`config.mk`:
```
export PLATFORM = sky130hd
export DESIGN_NAME = mem_arbiter_flat
export DESIGN_NICKNAME = d
export VERILOG_FILES = /design/src/rtl/mem_arb_pkg.sv /design/src/rtl/mem_arbiter_if.sv /design/src/rtl/mem_arbiter_rr_select.sv /design/src/rtl/mem_arbiter.sv /design/src/flat_wrapper.sv
export SDC_FILE = /design/constraint.sdc
export NUM_CORES = 1
export LEC_CHECK = 0
export ABC_AREA = 0
export BUFFER_PORTS_ARGS = -buffer_cell sky130_fd_sc_hd__buf_2
export CAP_MARGIN = 5
export CORE_AREA = 4 4 115 117
export DETAILED_ROUTE_END_ITERATION = 6
export DIE_AREA = 0 0 119 121
export SLEW_MARGIN = 25
export SYNTH_ARGS = -nofsm -noshare
export SYNTH_HDL_FRONTEND = slang
export SYNTH_HIERARCHICAL = 1
export SYNTH_SLANG_ARGS = --single-unit
export TNS_END_PERCENT = 30
```
`constraint.sdc`:
```
create_clock -name clk -period 3.42 [get_ports clk]
set_input_delay 0.684 -clock clk [delete_from_list [all_inputs] [get_ports clk]]
set_output_delay 0.684 -clock clk [all_outputs]
set_load 0.02 [all_outputs]
```
`src/rtl/mem_arb_pkg.sv`:
```
// Shared types and constants for the two-port data-memory arbiter.
package mem_arb_pkg;

  typedef enum logic [1:0] {
    IDLE    = 2'd0,
    OWN_CPU = 2'd1,
    OWN_DBG = 2'd2
  } state_e;

  typedef enum logic {
    CPU = 1'b0,
    DBG = 1'b1
  } owner_e;

  // Start of the data segment; port addresses are absolute, memory addresses are offsets.
  localparam logic [31:0] DATA_BASE = 32'h1001_0000;

endpackage

```
`src/rtl/mem_arbiter_if.sv`:
```
// Bus bundle between the CPU/debug requesters, the arbiter and the data memory.
// master: the arbiter's view; slave: the view of the requesters and memory around it.
interface mem_arbiter_if #(
  parameter int DATA_WIDTH = 32
);
  logic                  cpu_req_i,   dbg_req_i;
  logic                  cpu_we_i,    dbg_we_i;
  logic [DATA_WIDTH-1:0] cpu_addr_i,  dbg_addr_i;
  logic [DATA_WIDTH-1:0] cpu_wdata_i, dbg_wdata_i;
  logic                  cpu_gnt_o,   dbg_gnt_o;
  logic                  cpu_rvalid_o, dbg_rvalid_o;
  logic [DATA_WIDTH-1:0] cpu_rdata_o, dbg_rdata_o;
  logic                  stall_o;
  logic                  mem_we_o,    mem_re_o;
  logic [DATA_WIDTH-1:0] mem_addr_o,  mem_wdata_o;
  logic [DATA_WIDTH-1:0] mem_rdata_i;

  modport master (
    input  cpu_req_i, dbg_req_i, cpu_we_i, dbg_we_i,
    input  cpu_addr_i, dbg_addr_i, cpu_wdata_i, dbg_wdata_i,
    output cpu_gnt_o, dbg_gnt_o, cpu_rvalid_o, dbg_rvalid_o,
    output cpu_rdata_o, dbg_rdata_o, stall_o,
    output mem_we_o, mem_re_o, mem_addr_o, mem_wdata_o,
    input  mem_rdata_i
  );

  modport slave (
    output cpu_req_i, dbg_req_i, cpu_we_i, dbg_we_i,
    output cpu_addr_i, dbg_addr_i, cpu_wdata_i, dbg_wdata_i,
    input  cpu_gnt_o, dbg_gnt_o, cpu_rvalid_o, dbg_rvalid_o,
    input  cpu_rdata_o, dbg_rdata_o, stall_o,
    input  mem_we_o, mem_re_o, mem_addr_o, mem_wdata_o,
    output mem_rdata_i
  );
endinterface

```
`src/rtl/mem_arbiter_rr_select.sv`:
```
// Round-robin tie-break: with both ports requesting, the port that did not own last wins.
module rr_select
  import mem_arb_pkg::*;
(
  input  logic   cpu_req,
  input  logic   dbg_req,
  input  owner_e last_owner,
  output logic   any_req,
  output owner_e winner
);

  assign any_req = cpu_req | dbg_req;

  always_comb begin
    winner = CPU;
    if (cpu_req && dbg_req) begin
      winner = (last_owner == CPU) ? DBG : CPU;
    end else if (dbg_req) begin
      winner = DBG;
    end
  end

endmodule

```
`src/rtl/mem_arbiter.sv`:
```
// Two-port (CPU / debug loader) arbiter in front of a single-ported data memory.
// Optional MEM_ARB_RANGE_CHECK_EN adds a sticky err_o for offsets beyond MEMORY_DEPTH words.
module mem_arbiter
  import mem_arb_pkg::*;
#(
  parameter int DATA_WIDTH   = 32,
  parameter int MEMORY_DEPTH = 256,
  parameter int MAX_BURST    = 4
) (
  input  logic          clk,
  input  logic          reset,
  mem_arbiter_if.master bus
`ifdef MEM_ARB_RANGE_CHECK_EN
  ,
  output logic          err_o
`endif
);

  localparam int CNT_W = (MAX_BURST > 1) ? $clog2(MAX_BURST) : 1;
  localparam logic [CNT_W-1:0] BURST_LAST = CNT_W'(MAX_BURST - 1);

  state_e                state_q, state_d;
  owner_e                last_owner_q, last_owner_d;
  logic [CNT_W-1:0]      burst_cnt_q, burst_cnt_d;
  logic                  rr_any;
  owner_e                rr_winner;
  logic                  cpu_gnt, dbg_gnt, granted;
  logic                  sel_we;
  logic [DATA_WIDTH-1:0] sel_addr, sel_wdata, offset;
  logic                  oob;
  logic                  cpu_rd_p1, dbg_rd_p1, oob_p1;

  rr_select u_rr_select (
    .cpu_req    (bus.cpu_req_i),
    .dbg_req    (bus.dbg_req_i),
    .last_owner (last_owner_q),
    .any_req    (rr_any),
    .winner     (rr_winner)
  );

  // Ownership FSM; grants are combinational on the owner's live request.
  always_comb begin
    state_d      = state_q;
    last_owner_d = last_owner_q;
    burst_cnt_d  = burst_cnt_q;
    cpu_gnt      = 1'b0;
    dbg_gnt      = 1'b0;
    unique case (state_q)
      IDLE: begin
        if (rr_any) begin
          state_d      = (rr_winner == CPU) ? OWN_CPU : OWN_DBG;
          last_owner_d = rr_winner;
          burst_cnt_d  = '0;
        end
      end
      OWN_CPU: begin
        if (!bus.cpu_req_i) begin
          state_d     = IDLE;
          burst_cnt_d = '0;
        end else begin
          cpu_gnt = 1'b1;
          if (burst_cnt_q == BURST_LAST) begin
            burst_cnt_d = '0;
            if (bus.dbg_req_i) begin
              state_d      = OWN_DBG;
              last_owner_d = DBG;
            end
          end else begin
            burst_cnt_d = burst_cnt_q + CNT_W'(1);
          end
        end
      end
      OWN_DBG: begin
        if (!bus.dbg_req_i) begin
          state_d     = IDLE;
          burst_cnt_d = '0;
        end else begin
          dbg_gnt = 1'b1;
          if (burst_cnt_q == BURST_LAST) begin
            burst_cnt_d = '0;
            if (bus.cpu_req_i) begin
              state_d      = OWN_CPU;
              last_owner_d = CPU;
            end
          end else begin
            burst_cnt_d = burst_cnt_q + CNT_W'(1);
          end
        end
      end
      default: state_d = IDLE;
    endcase
  end

  assign granted   = cpu_gnt | dbg_gnt;
  assign sel_we    = cpu_gnt ? bus.cpu_we_i    : bus.dbg_we_i;
  assign sel_addr  = cpu_gnt ? bus.cpu_addr_i  : bus.dbg_addr_i;
  assign sel_wdata = cpu_gnt ? bus.cpu_wdata_i : bus.dbg_wdata_i;
  assign offset    = sel_addr - DATA_WIDTH'(DATA_BASE);

`ifdef MEM_ARB_RANGE_CHECK_EN
  localparam longint unsigned OFFSET_LIMIT = longint'(MEMORY_DEPTH) * 4;
  logic err_q;

  assign oob   = granted && (64'(offset) >= OFFSET_LIMIT);
  assign err_o = err_q | oob;

  always_ff @(posedge clk or negedge reset) begin
    if (!reset) err_q <= 1'b0;
    else        err_q <= err_q | oob;
  end
`else
  assign oob = 1'b0;
`endif

  assign bus.cpu_gnt_o   = cpu_gnt;
  assign bus.dbg_gnt_o   = dbg_gnt;
  assign bus.stall_o     = reset & bus.cpu_req_i & ~cpu_gnt;
  assign bus.mem_we_o    = granted &  sel_we & ~oob;
  assign bus.mem_re_o    = granted & ~sel_we & ~oob;
  assign bus.mem_addr_o  = granted ? offset    : '0;
  assign bus.mem_wdata_o = granted ? sel_wdata : '0;

  always_ff @(posedge clk or negedge reset) begin
    if (!reset) begin
      state_q      <= IDLE;
      last_owner_q <= DBG;
      burst_cnt_q  <= '0;
    end else begin
      state_q      <= state_d;
      last_owner_q <= last_owner_d;
      burst_cnt_q  <= burst_cnt_d;
    end
  end

  // Stage p1: memory returns read data one cycle after the grant, independent of ownership.
  always_ff @(posedge clk or negedge reset) begin
    if (!reset) begin
      cpu_rd_p1 <= 1'b0;
      dbg_rd_p1 <= 1'b0;
      oob_p1    <= 1'b0;
    end else begin
      cpu_rd_p1 <= cpu_gnt & ~bus.cpu_we_i;
      dbg_rd_p1 <= dbg_gnt & ~bus.dbg_we_i;
      oob_p1    <= oob;
    end
  end

  assign bus.cpu_rvalid_o = cpu_rd_p1;
  assign bus.dbg_rvalid_o = dbg_rd_p1;
  assign bus.cpu_rdata_o  = (cpu_rd_p1 && !oob_p1) ? bus.mem_rdata_i : '0;
  assign bus.dbg_rdata_o  = (dbg_rd_p1 && !oob_p1) ? bus.mem_rdata_i : '0;

endmodule
```
`src/flat_wrapper.sv`:
```
// flat-port wrapper written by rule: the top's interface ports become plain ports
module mem_arbiter_flat import mem_arb_pkg::*;
#(
  parameter int DATA_WIDTH   = 32,
  parameter int MEMORY_DEPTH = 256,
  parameter int MAX_BURST    = 4
)
  (clk, reset, bus_cpu_req_i, bus_dbg_req_i, bus_cpu_we_i, bus_dbg_we_i, bus_cpu_addr_i, bus_dbg_addr_i, bus_cpu_wdata_i, bus_dbg_wdata_i, bus_cpu_gnt_o, bus_dbg_gnt_o, bus_cpu_rvalid_o, bus_dbg_rvalid_o, bus_cpu_rdata_o, bus_dbg_rdata_o, bus_stall_o, bus_mem_we_o, bus_mem_re_o, bus_mem_addr_o, bus_mem_wdata_o, bus_mem_rdata_i);
  mem_arbiter_if #(.DATA_WIDTH(DATA_WIDTH)) bus_i ();
  input  logic clk;
  input  logic reset;
  input wire logic [$bits(bus_i.cpu_req_i)-1:0] bus_cpu_req_i;
  input wire logic [$bits(bus_i.dbg_req_i)-1:0] bus_dbg_req_i;
  input wire logic [$bits(bus_i.cpu_we_i)-1:0] bus_cpu_we_i;
  input wire logic [$bits(bus_i.dbg_we_i)-1:0] bus_dbg_we_i;
  input wire logic [$bits(bus_i.cpu_addr_i)-1:0] bus_cpu_addr_i;
  input wire logic [$bits(bus_i.dbg_addr_i)-1:0] bus_dbg_addr_i;
  input wire logic [$bits(bus_i.cpu_wdata_i)-1:0] bus_cpu_wdata_i;
  input wire logic [$bits(bus_i.dbg_wdata_i)-1:0] bus_dbg_wdata_i;
  output wire logic [$bits(bus_i.cpu_gnt_o)-1:0] bus_cpu_gnt_o;
  output wire logic [$bits(bus_i.dbg_gnt_o)-1:0] bus_dbg_gnt_o;
  output wire logic [$bits(bus_i.cpu_rvalid_o)-1:0] bus_cpu_rvalid_o;
  output wire logic [$bits(bus_i.dbg_rvalid_o)-1:0] bus_dbg_rvalid_o;
  output wire logic [$bits(bus_i.cpu_rdata_o)-1:0] bus_cpu_rdata_o;
  output wire logic [$bits(bus_i.dbg_rdata_o)-1:0] bus_dbg_rdata_o;
  output wire logic [$bits(bus_i.stall_o)-1:0] bus_stall_o;
  output wire logic [$bits(bus_i.mem_we_o)-1:0] bus_mem_we_o;
  output wire logic [$bits(bus_i.mem_re_o)-1:0] bus_mem_re_o;
  output wire logic [$bits(bus_i.mem_addr_o)-1:0] bus_mem_addr_o;
  output wire logic [$bits(bus_i.mem_wdata_o)-1:0] bus_mem_wdata_o;
  input wire logic [$bits(bus_i.mem_rdata_i)-1:0] bus_mem_rdata_i;
  assign bus_i.cpu_req_i = bus_cpu_req_i;
  assign bus_i.dbg_req_i = bus_dbg_req_i;
  assign bus_i.cpu_we_i = bus_cpu_we_i;
  assign bus_i.dbg_we_i = bus_dbg_we_i;
  assign bus_i.cpu_addr_i = bus_cpu_addr_i;
  assign bus_i.dbg_addr_i = bus_dbg_addr_i;
  assign bus_i.cpu_wdata_i = bus_cpu_wdata_i;
  assign bus_i.dbg_wdata_i = bus_dbg_wdata_i;
  assign bus_cpu_gnt_o = bus_i.cpu_gnt_o;
  assign bus_dbg_gnt_o = bus_i.dbg_gnt_o;
  assign bus_cpu_rvalid_o = bus_i.cpu_rvalid_o;
  assign bus_dbg_rvalid_o = bus_i.dbg_rvalid_o;
  assign bus_cpu_rdata_o = bus_i.cpu_rdata_o;
  assign bus_dbg_rdata_o = bus_i.dbg_rdata_o;
  assign bus_stall_o = bus_i.stall_o;
  assign bus_mem_we_o = bus_i.mem_we_o;
  assign bus_mem_re_o = bus_i.mem_re_o;
  assign bus_mem_addr_o = bus_i.mem_addr_o;
  assign bus_mem_wdata_o = bus_i.mem_wdata_o;
  assign bus_i.mem_rdata_i = bus_mem_rdata_i;
  mem_arbiter #(.DATA_WIDTH(DATA_WIDTH), .MEMORY_DEPTH(MEMORY_DEPTH), .MAX_BURST(MAX_BURST)) u_core (.clk(clk), .reset(reset), .bus(bus_i));
endmodule
```
; Yosys cells after proc, flatten, opt, wreduce, memory -nomap -nowiden
; Cells that the tools add are included.
[word_totals]
wordCells = 74
register_bits = 7
[classes]
reduce_logical = 6
eq_ne = 14
muxes = 35
addsub = 2
bitwise_logic = 12
[ops]
columns = op, count
row1 = 32-bit 2-to-1 mux, 6
row2 = 32-bit by 29-bit subtractor with 32-bit output (second input constant), 1
row3 = 2-bit 2-to-1 mux, 12
row4 = 1-bit 2-to-1 mux, 14
row5 = 2-bit one-hot mux with 3 select lines, 2
row6 = 2-bit inequality test (second input constant), 4
row7 = 8-bit AND reduction, 1
row8 = 1-bit AND, 6
row9 = 2-bit by 1-bit inequality test with 1-bit output (second input constant), 3
row10 = 3-bit by 2-bit inequality test with 1-bit output (second input constant), 2
row11 = 3-bit inequality test (second input constant), 2
row12 = 5-bit AND reduction, 1
row13 = 2-bit == test (second input constant), 2
row14 = 1-bit inverter, 4
row15 = 1-bit one-hot mux with 3 select lines, 1
row16 = 3-bit nonzero test, 1
row17 = 2-bit by 1-bit adder with 2-bit output (second input constant), 1
row18 = 2-bit by 1-bit == test with 1-bit output (second input constant), 1
row19 = 2-bit zero test, 1
row20 = 1-bit bitwise OR, 2
row21 = 2-bit AND reduction, 1
row22 = 1-bit logical AND, 1

; Logic depth before layout (Yosys ltp)
; Gate-level depths: netlist of the first run.
[depth]
depth_word = 5
ltp_mapped = 14
ltp_nobuf = 12

; Hierarchy
; The synthesis of the first run kept the hierarchy.
[by_module_without_submodules]
columns = mod, instances, area_each_um2, cells_per_inst
row1 = mem_arbiter, 1, 2098.3, 287
row2 = rr_select, 1, 13.8, 2

; Worst setup path before layout of the first run
; OpenSTA, ideal clock, no wires.
[synth_timing]
path_kind = input to output
startpoint = input port bus_cpu_req_i
endpoint = output port bus_mem_addr_o[30]
slack_ps = 23
t_arrival_ps = 2713
path_stages = 10
n_path_buf = 3
cell_sequence = buf_2 > nand2_2 > clkbuf_1 > buf_2 > mux2i_1 > ha_1 > o21ai_2 > o31ai_1 > nand2_1 > o21ai_1
[synth_between]
elab_chain_len = 5
elab_cells_between_ends = 6
[synth_lines]
columns = element, line
row1 = from (decl), flat_wrapper.sv:12  ; input wire logic [$bits(bus_i.cpu_req_i)-1:0] bus_cpu_req_i;
row2 = 1-bit 2-to-1 mux (*), mem_arbiter.sv:57  ; if (!bus.cpu_req_i) begin
row3 = 1-bit 2-to-1 mux (*), mem_arbiter.sv:48  ; unique case (state_q)
row4 = 32-bit 2-to-1 mux, mem_arbiter.sv:96  ; assign sel_addr = cpu_gnt ? bus.cpu_addr_i : bus.dbg_addr_i;
row5 = 32-bit by 29-bit subtractor with 32-bit output, mem_arbiter.sv:98  ; assign offset = sel_addr - DATA_WIDTH'(DATA_BASE);
row6 = 32-bit 2-to-1 mux (*), mem_arbiter.sv:120  ; assign bus.mem_addr_o = granted ? offset : '0;
row7 = to (decl), flat_wrapper.sv:29  ; output wire logic [$bits(bus_i.mem_addr_o)-1:0] bus_mem_addr_o;
; Mark *: on every way between the ends. The rest lies on a longest branch, timed or not.

; Worst setup path in the final report of the first run
[layout_timing]
startpoint = register u_core.state_q[1]
endpoint = output port bus_mem_addr_o[31]
[layout_between]
elab_chain_len = 5
elab_cells_between_ends = 8
[layout_lines]
columns = element, line
row1 = from (decl), mem_arbiter.sv:22  ; state_e state_q, state_d;
row2 = from (signal assigned), mem_arbiter.sv:129  ; state_q <= state_d;
row3 = 2-bit by 1-bit == test with 1-bit output, mem_arbiter.sv:48
row4 = 1-bit 2-to-1 mux, mem_arbiter.sv:48
row5 = 32-bit 2-to-1 mux, mem_arbiter.sv:96
row6 = 32-bit by 29-bit subtractor with 32-bit output, mem_arbiter.sv:98
row7 = 32-bit 2-to-1 mux (*), mem_arbiter.sv:120
; Marks and branches as above.

==> impl_metrics.py, run 1 <==
metrics = {
    "status": {
        "status": "finished clean",
    },
    "worst_setup_path": {
        "required_ps": 2740,
        "crit_buf_inv": 3,
        "cp-start-kind": "flip-flop",
        "timing.critical_path.cells": "inv_1, ha_1, buf_4, a211oi_1, o22ai_2, o31ai_2, and3_1, nor3_2, buf_2",
        "critPathTopFamily": "compound AO/OA/AOI/OAI gates",
        "cpPeakStageDelay_ps": 380,
        "crit_arrival_ps": 2460,
        "critical_path.slowest_cell": "o31ai_2",
        "critical_path_peak_fanout": 17,
        "end_kind": "output pin",
        "worst-setup-path-type": "reg -> out",
    },
    "route": {
        "number_of_drc_violations_after_detailed_routing": 0,
        "drt_iter0_drc": 218,
        "vias_per_cell": 4.46,
        "wl_per_cell_um": 15.6,
        "detail_route.first_pass.iterations": 4,
        "detailroute.via_count": 3332,
        "antenna_left": 0,
        "routed_wirelength_um": 11600,
    },
    "logic_synthesis": {
        "synth.area.top_cells": "a22o_1 (20%), and2_1 (19%), dfrtp_1 (7.1%), nand2_1 (3.9%), nor2_1 (3.7%)",
        "adder_cell_area_share_of_the_yosys_netlist_pct": 3.55,
        "synth_nets": 461,
        "synth-compound-area-share_pct": 36.4,
        "ys_dominant_reg_cell": "dfrtp_1",
        "syn-mean-instance-area_um2": 7.31,
        "ys_async_sr_fraction_pct": 100,
        "synthDistinctLibCells": 53,
        "synth_cells": 289,
        "synth_seq_cells": 7,
        "post_synth_mux_area_share_pct": 3.38,
        "yosysWarningCount": 6,
        "ys_seq_area_share_pct": 8.35,
        "post-synth-top-area-cell": "a22o_1",
        "area_fraction_of_the_dominant_cell_type_after_synthesis_pct": 20.3,
        "synth_simple_gate_area_share_pct": 37.2,
        "mappedNetlistArea_mm2": 0.00211,
        "main_combinational_cell_family_by_area_after_synthesis": "simple AND/OR/NAND/NOR gates",
        "post_synthesis_share_of_cell_area_spent_on_xor_and_xnor_gates_pct": 4.15,
        "synth-edff-count": 0,
    },
    "sta": {
        "totalNegativeSetupSlack_ps": 0,
        "timing.final.ws_setup_ps": 272,
        "relSlewSlack_pct": 49.9,
        "final_critical_path_share_of_the_clock_period_pct": 92.1,
        "rsz_0062_raised_after_global_routing": "false",
        "final-max-slew-violation-count": 0,
        "final.hold.worst_slack_ps": 284,
        "finalHoldViolations": 0,
        "worst_pin_slew_ps": 752,
        "finalCriticalPeriod_ps": 3150,
        "setup_viol": 0,
        "skew_ps": 2.67,
        "fmax_mhz": 318,
    },
    "clock_network": {
        "cts_repair_resize_count": 0,
        "cts_setup_buffers": 0,
        "insertion_delay_ps": 230,
        "total_of_hold_buffers_inserted_after_clock_tree_synthesis": 0,
        "cts-buffers-inserted": 3,
        "clockBufferDepth": 2,
        "cts.clk_slew.worst_paths_ps": 40,
        "cts.root.buffer_cell": "clkbuf_16",
        "tritoncts": "built",
        "maximum_level_of_the_cts_h_tree": 1,
        "cts.sink_count": 7,
    },
    "placed_design": {
        "routabilityCongestion": 0.827,
        "placed_cells_incl_taps": 743,
        "detailed_place_hpwl_um": 10000,
        "placement.io_buffers": 300,
        "preCtsSetupSlack_ps": 365,
    },
    "power": {
        "power.ir.vdd_worst_uv": 179,
        "power_density_mw_per_mm2": 433,
        "cellLeakagePower_uw": 0.00233,
    },
    "die": {
        "fp.dieW_um": 119,
        "initial_utilization_pct": 17.1,
        "io-pin-count": 301,
        "die_h_um": 121,
        "floorplan.core_area_mm2": 0.0124,
        "rows": 41,
        "design.die.area_mm2": 0.0144,
    },
    "global_routing": {
        "grt_remaining_overflow": 0,
        "grt_max_degree": 52,
        "grt_pass1_wl_um": 16900,
        "number_of_antenna_violations_at_the_first_check_in_global_routing": 0,
        "first_global_vias": 3040,
        "grt_use_total_pct": 14.3,
    },
    "cells_and_area": {
        "finalNonFillerCells": 747,
        "layout-drive-gt1-share_pct": 57.9,
        "multi_input_area_mm2": 0.00180,
        "register_area_um2": 176,
        "num-fill-cells": 1369,
        "antenna_cells_inserted": 0,
        "finalNetCount": 748,
        "most_used_cells_in_the_layout_excluding_fill_and_tap_cells": "buf_2 (300), and2_1 (65), a22o_1 (49)",
        "layout.cells.most_common": "buf_2",
        "finish.utilization_pct": 31.2,
        "layout-area-overhead-vs-synth_pct": 82.6,
    },
    "job": {
        "max_cap_viol_count": 0,
    },
    "min_path": {
        "hold_path_class": "in -> async",
    },
}
where the power goes:
part	switching [uW]	leakage (uW)	total (uW)	internal, uW
Combinational	813	0.00220	1330	513
Clock	45.1	0.0000409	198	153
Sequential	33.6	0.0000911	145	111
cells in the mapped netlist, drive strengths merged (2+ instances only):
master / number
a211oi: 7
a21oi: 8
a22o: 49
and2: 65
and4bb: 6
buf: 10
clkbuf: 15
dfrtp: 6
ha: 6
inv: 6
mux2i: 6
nand2: 23
nand2b: 2
nor2: 21
nor3: 5
o21ai: 8
o22ai: 7
o31ai: 5
or2: 3
or3: 2
xnor2: 2
xor2: 8
registers in the layout (all words and copies together), names as in the netlist:
register,count
u_core/bus.cpu_rvalid_o,1
u_core/burst_cnt_q,2
u_core/bus.dbg_rvalid_o,1
u_core/last_owner_q,1
u_core/state_q,2
stage by stage:
step / power, uW / cell area (um2)
after floorplan: 1020 / 2110
after global placement: 1480 / 3780
after detailed placement: 1480 / 3780
after CTS: 1680 / 3860
after global routing: 1790 / 3860
final: 1670 / 3860
per-layer routing:
| metal | routed length (um) | global-route usage [%] | vias up |
|---|---|---|---|
| li1 | - | - | 1625 |
| met5 | 0 | 0 | - |
| met4 | 27 | 1.74 | 0 |
| met1 | 4670 | 18.2 | 1534 |
| met2 | 6020 | 26.0 | 171 |
| met3 | 900 | 2.19 | 2 |
logic make-up (layout without fill, tap and decap cells):
| kind of cell | count (synthesis) | count (layout) |
|---|---|---|
| AND/OR/NAND/NOR | 135 | 135 |
| AO/OA/AOI/OAI | 93 | 93 |
| buffers and inverters | 31 | 317 |
| XOR/XNOR | 10 | 10 |
| multiplexers | 7 | 7 |
| flip-flops | 7 | 7 |
| adder cells (fa/ha/maj) | 6 | 6 |
path summary, 6_finish.rpt:
path	depth (start not counted)	end	slack, ps	startpoint
worst max register to register	7	u_core/state_q[0]	1680	u_core/state_q[1]
worst max-delay path	9	bus_mem_addr_o[31]	270	u_core/state_q[1]
max in group asynchronous	1	u_core/last_owner_q	2900	reset
worst min register to register	2	u_core/burst_cnt_q[1]	480	u_core/burst_cnt_q[1]
worst min-delay path	1	u_core/state_q[0]	280	reset
min in group clk	2	u_core/burst_cnt_q[1]	480	u_core/burst_cnt_q[1]
final cells by class:
cell class                      instances  share of cell area (%)
Clock buffer                            3                    1.95
Clock inverter                          1                   0.130
Inverter                                6                   0.584
Multi-Input combinational cell        251                    46.6
Sequential cell                         7                    4.57
Tap cell                              172                    5.58
Timing Repair Buffer                  307                    40.6
Note: power is estimated with default switching activity, not from simulation.
==> run 2, diff against run 1 <==
--- a/config.mk
+++ b/config.mk
@@ -8,9 +8,9 @@
 export ABC_AREA = 0
 export BUFFER_PORTS_ARGS = -buffer_cell sky130_fd_sc_hd__buf_2
 export CAP_MARGIN = 5
-export CORE_AREA = 4 4 115 117
+export CORE_AREA = 4 4 113 115
 export DETAILED_ROUTE_END_ITERATION = 6
-export DIE_AREA = 0 0 119 121
+export DIE_AREA = 0 0 117 119
 export SLEW_MARGIN = 25
 export SYNTH_ARGS = -nofsm -noshare
 export SYNTH_HDL_FRONTEND = slang
==> run 2 against run 1 <==
Compared with the run above:
- final area down 0.42%
- count of clock-buffer cells in the layout up 1
- core utilization up 1.3 points
- sequential share of layout area about the same
- highest routed layer unchanged
==> impl_metrics.py, run 2 (same netlist as run 1, synthesis figures left out) <==
metrics = {
    "status": {
        "status": "finished clean",
    },
    "placed_design": {
        "preCtsSetupSlack_ps": 312,
        "placement.io_buffers": 300,
        "placedInstanceArea_mm2": 0.00375,
        "routabilityCongestion": 0.791,
        "detailed_place_hpwl_um": 9880,
    },
    "clock_network": {
        "cts_setup_buffers": 0,
        "cts.clk_slew.worst_paths_ps": 40,
        "tritoncts": "built",
        "cts-buffers-inserted": 3,
        "insertion_delay_ps": 230,
        "total_of_hold_buffers_inserted_after_clock_tree_synthesis": 0,
        "cts.sink_count": 7,
        "maximum_level_of_the_cts_h_tree": 1,
        "clockBufferDepth": 2,
        "cts.root.buffer_cell": "clkbuf_16",
    },
    "sta": {
        "timing.final.ws_setup_ps": 293,
        "totalNegativeSetupSlack_ps": 0,
        "rsz_0062_raised_after_global_routing": "false",
        "final-max-slew-violation-count": 0,
        "setup_viol": 0,
        "skew_ps": 0.447,
        "finalCriticalPeriod_ps": 3130,
        "relSlewSlack_pct": 49.3,
        "finalHoldViolations": 0,
        "final_critical_path_share_of_the_clock_period_pct": 91.4,
        "fmax_mhz": 320,
        "worst_pin_slew_ps": 760,
    },
    "die": {
        "fp.dieW_um": 117,
        "floorplan.core_area_mm2": 0.0118,
        "die_h_um": 119,
        "io-pin-count": 301,
        "rows": 40,
        "initial_utilization_pct": 17.9,
        "design.die.area_mm2": 0.0139,
    },
    "cells_and_area": {
        "layout-area-overhead-vs-synth_pct": 81.8,
        "antenna_cells_inserted": 0,
        "layout-drive-gt1-share_pct": 58.0,
        "layout.cells.most_common": "buf_2",
        "reg.largest.list": "u_core/burst_cnt_q x2, u_core/state_q x2",
        "post-route-cell-area_mm2": 0.00384,
        "num-fill-cells": 1280,
        "finalNetCount": 749,
        "most_used_cells_in_the_layout_excluding_fill_and_tap_cells": "buf_2 (300), and2_1 (65), a22o_1 (49)",
    },
    "power": {
        "power_density_mw_per_mm2": 440,
        "power.switching_fraction_pct": 53.5,
        "power.internal_uw": 786,
        "cellLeakagePower_uw": 0.00233,
        "power.ir.vdd_worst_uv": 224,
        "psw_uw": 904,
        "power.sequential.fraction_pct": 8.6,
        "clock_power_share_pct": 12.0,
        "power_frac_comb_pct": 79.4,
    },
    "route": {
        "drt_iter0_drc": 145,
        "antenna_left": 0,
        "vias_per_cell": 4.56,
        "detailroute.via_count": 3294,
        "routed_wirelength_um": 11400,
        "detail_route.first_pass.iterations": 4,
        "wl_per_cell_um": 15.8,
        "number_of_drc_violations_after_detailed_routing": 0,
    },
    "job": {
        "max_cap_viol_count": 0,
    },
    "worst_setup_path": {
        "timing.critical_path.cells": "ha_1, buf_4, and4bb_2, o22ai_2, nor3b_1, or3_1, a21oi_1, buf_2",
        "critPathTopFamily": "simple AND/OR/NAND/NOR gates",
        "worst-setup-path-type": "reg -> out",
        "critical_path_peak_fanout": 17,
        "worstReg2RegEnd": "u_core/state_q[1]",
        "worstRegToRegCells": 6,
        "critical_path.slowest_cell": "dfrtp_1",
        "cp-start-kind": "flip-flop",
        "crit_buf_inv": 2,
        "crit_arrival_ps": 2440,
        "ff_to_ff_setup_slack_ps": 1780,
        "end_kind": "output pin",
        "required_ps": 2740,
        "r2r_start": "u_core/state_q[0]",
        "cpPeakStageDelay_ps": 410,
    },
    "global_routing": {
        "gr-usage-met1_pct": 18.6,
        "grt_use_total_pct": 14.1,
        "grt_util_met2_pct": 24.4,
        "number_of_antenna_violations_at_the_first_check_in_global_routing": 0,
        "grt_remaining_overflow": 0,
        "grt_max_degree": 53,
        "grt_most_used_layer": "met2",
        "first_global_vias": 2897,
        "met3_usage_pct": 2.54,
        "grt_pass1_wl_um": 15800,
    },
    "min_path": {
        "hold_path_class": "in -> async",
    },
}
==> run 2: worst max-delay path by stage <==
stage,startpoint,end,slack [ps],cells past startpoint
floorplan,bus_cpu_req_i,bus_mem_addr_o[30],20,10
global placement,bus_cpu_req_i,bus_mem_addr_o[23],320,9
detailed placement,bus_cpu_req_i,bus_mem_addr_o[23],310,9
CTS,u_core/state_q[1],bus_mem_addr_o[23],150,10
global route,u_core/state_q[1],bus_mem_addr_o[30],100,13
finish,u_core/state_q[0],bus_mem_addr_o[23],290,8
==> run 2: area by class of cell <==
cell class	instances	area [um2]	share of cell area, %
Clock buffer	4	78.8	2.05
Inverter	6	22.5	0.587
Multi-Input combinational cell	251	1800	46.9
Sequential cell	7	176	4.59
Tap cell	147	184	4.79
Timing Repair Buffer	308	1580	41.1
==> run 2: repair_timing <==
action	CTS	global route
setup endpoints to repair	0	2
resized for setup	0	2
endpoints found under the hold margin	0	0
==> run 2: worst register-to-register path, stage by stage, from the launching register on <==
cell and delay, ps:
dfrtp_1 410, ha_1 240, nand2_2 180, buf_4 180, a21oi_1 40, nor3_1 310, o21ai_0 140
==> run 2: per-stage QoR <==
step                hold slack, ps  utilization [%]  power, uW  cells
floorplan                      388                -       1020    289
global placement               479             31.8       1490    719
detailed placement             487             31.8       1490    719
CTS                            285             32.4       1700    723
global route                   292             32.5       1810    723
finish                         279             32.5       1690    723
==> run 2: layer usage <==
layer	routed length (um)	vias up
li1	-	1627
met1	4800	1478
met2	5480	185
met3	1080	4
met4	58	0
met5	0	-
==> run 2: power groups by stage <==
stage	combinational, uW	sequential (uW)	clock [uW]
floorplan	891	130	0
global placement	1340	146	0
detailed placement	1340	147	0
CTS	1350	145	207
global route	1450	151	209
finish	1340	145	203
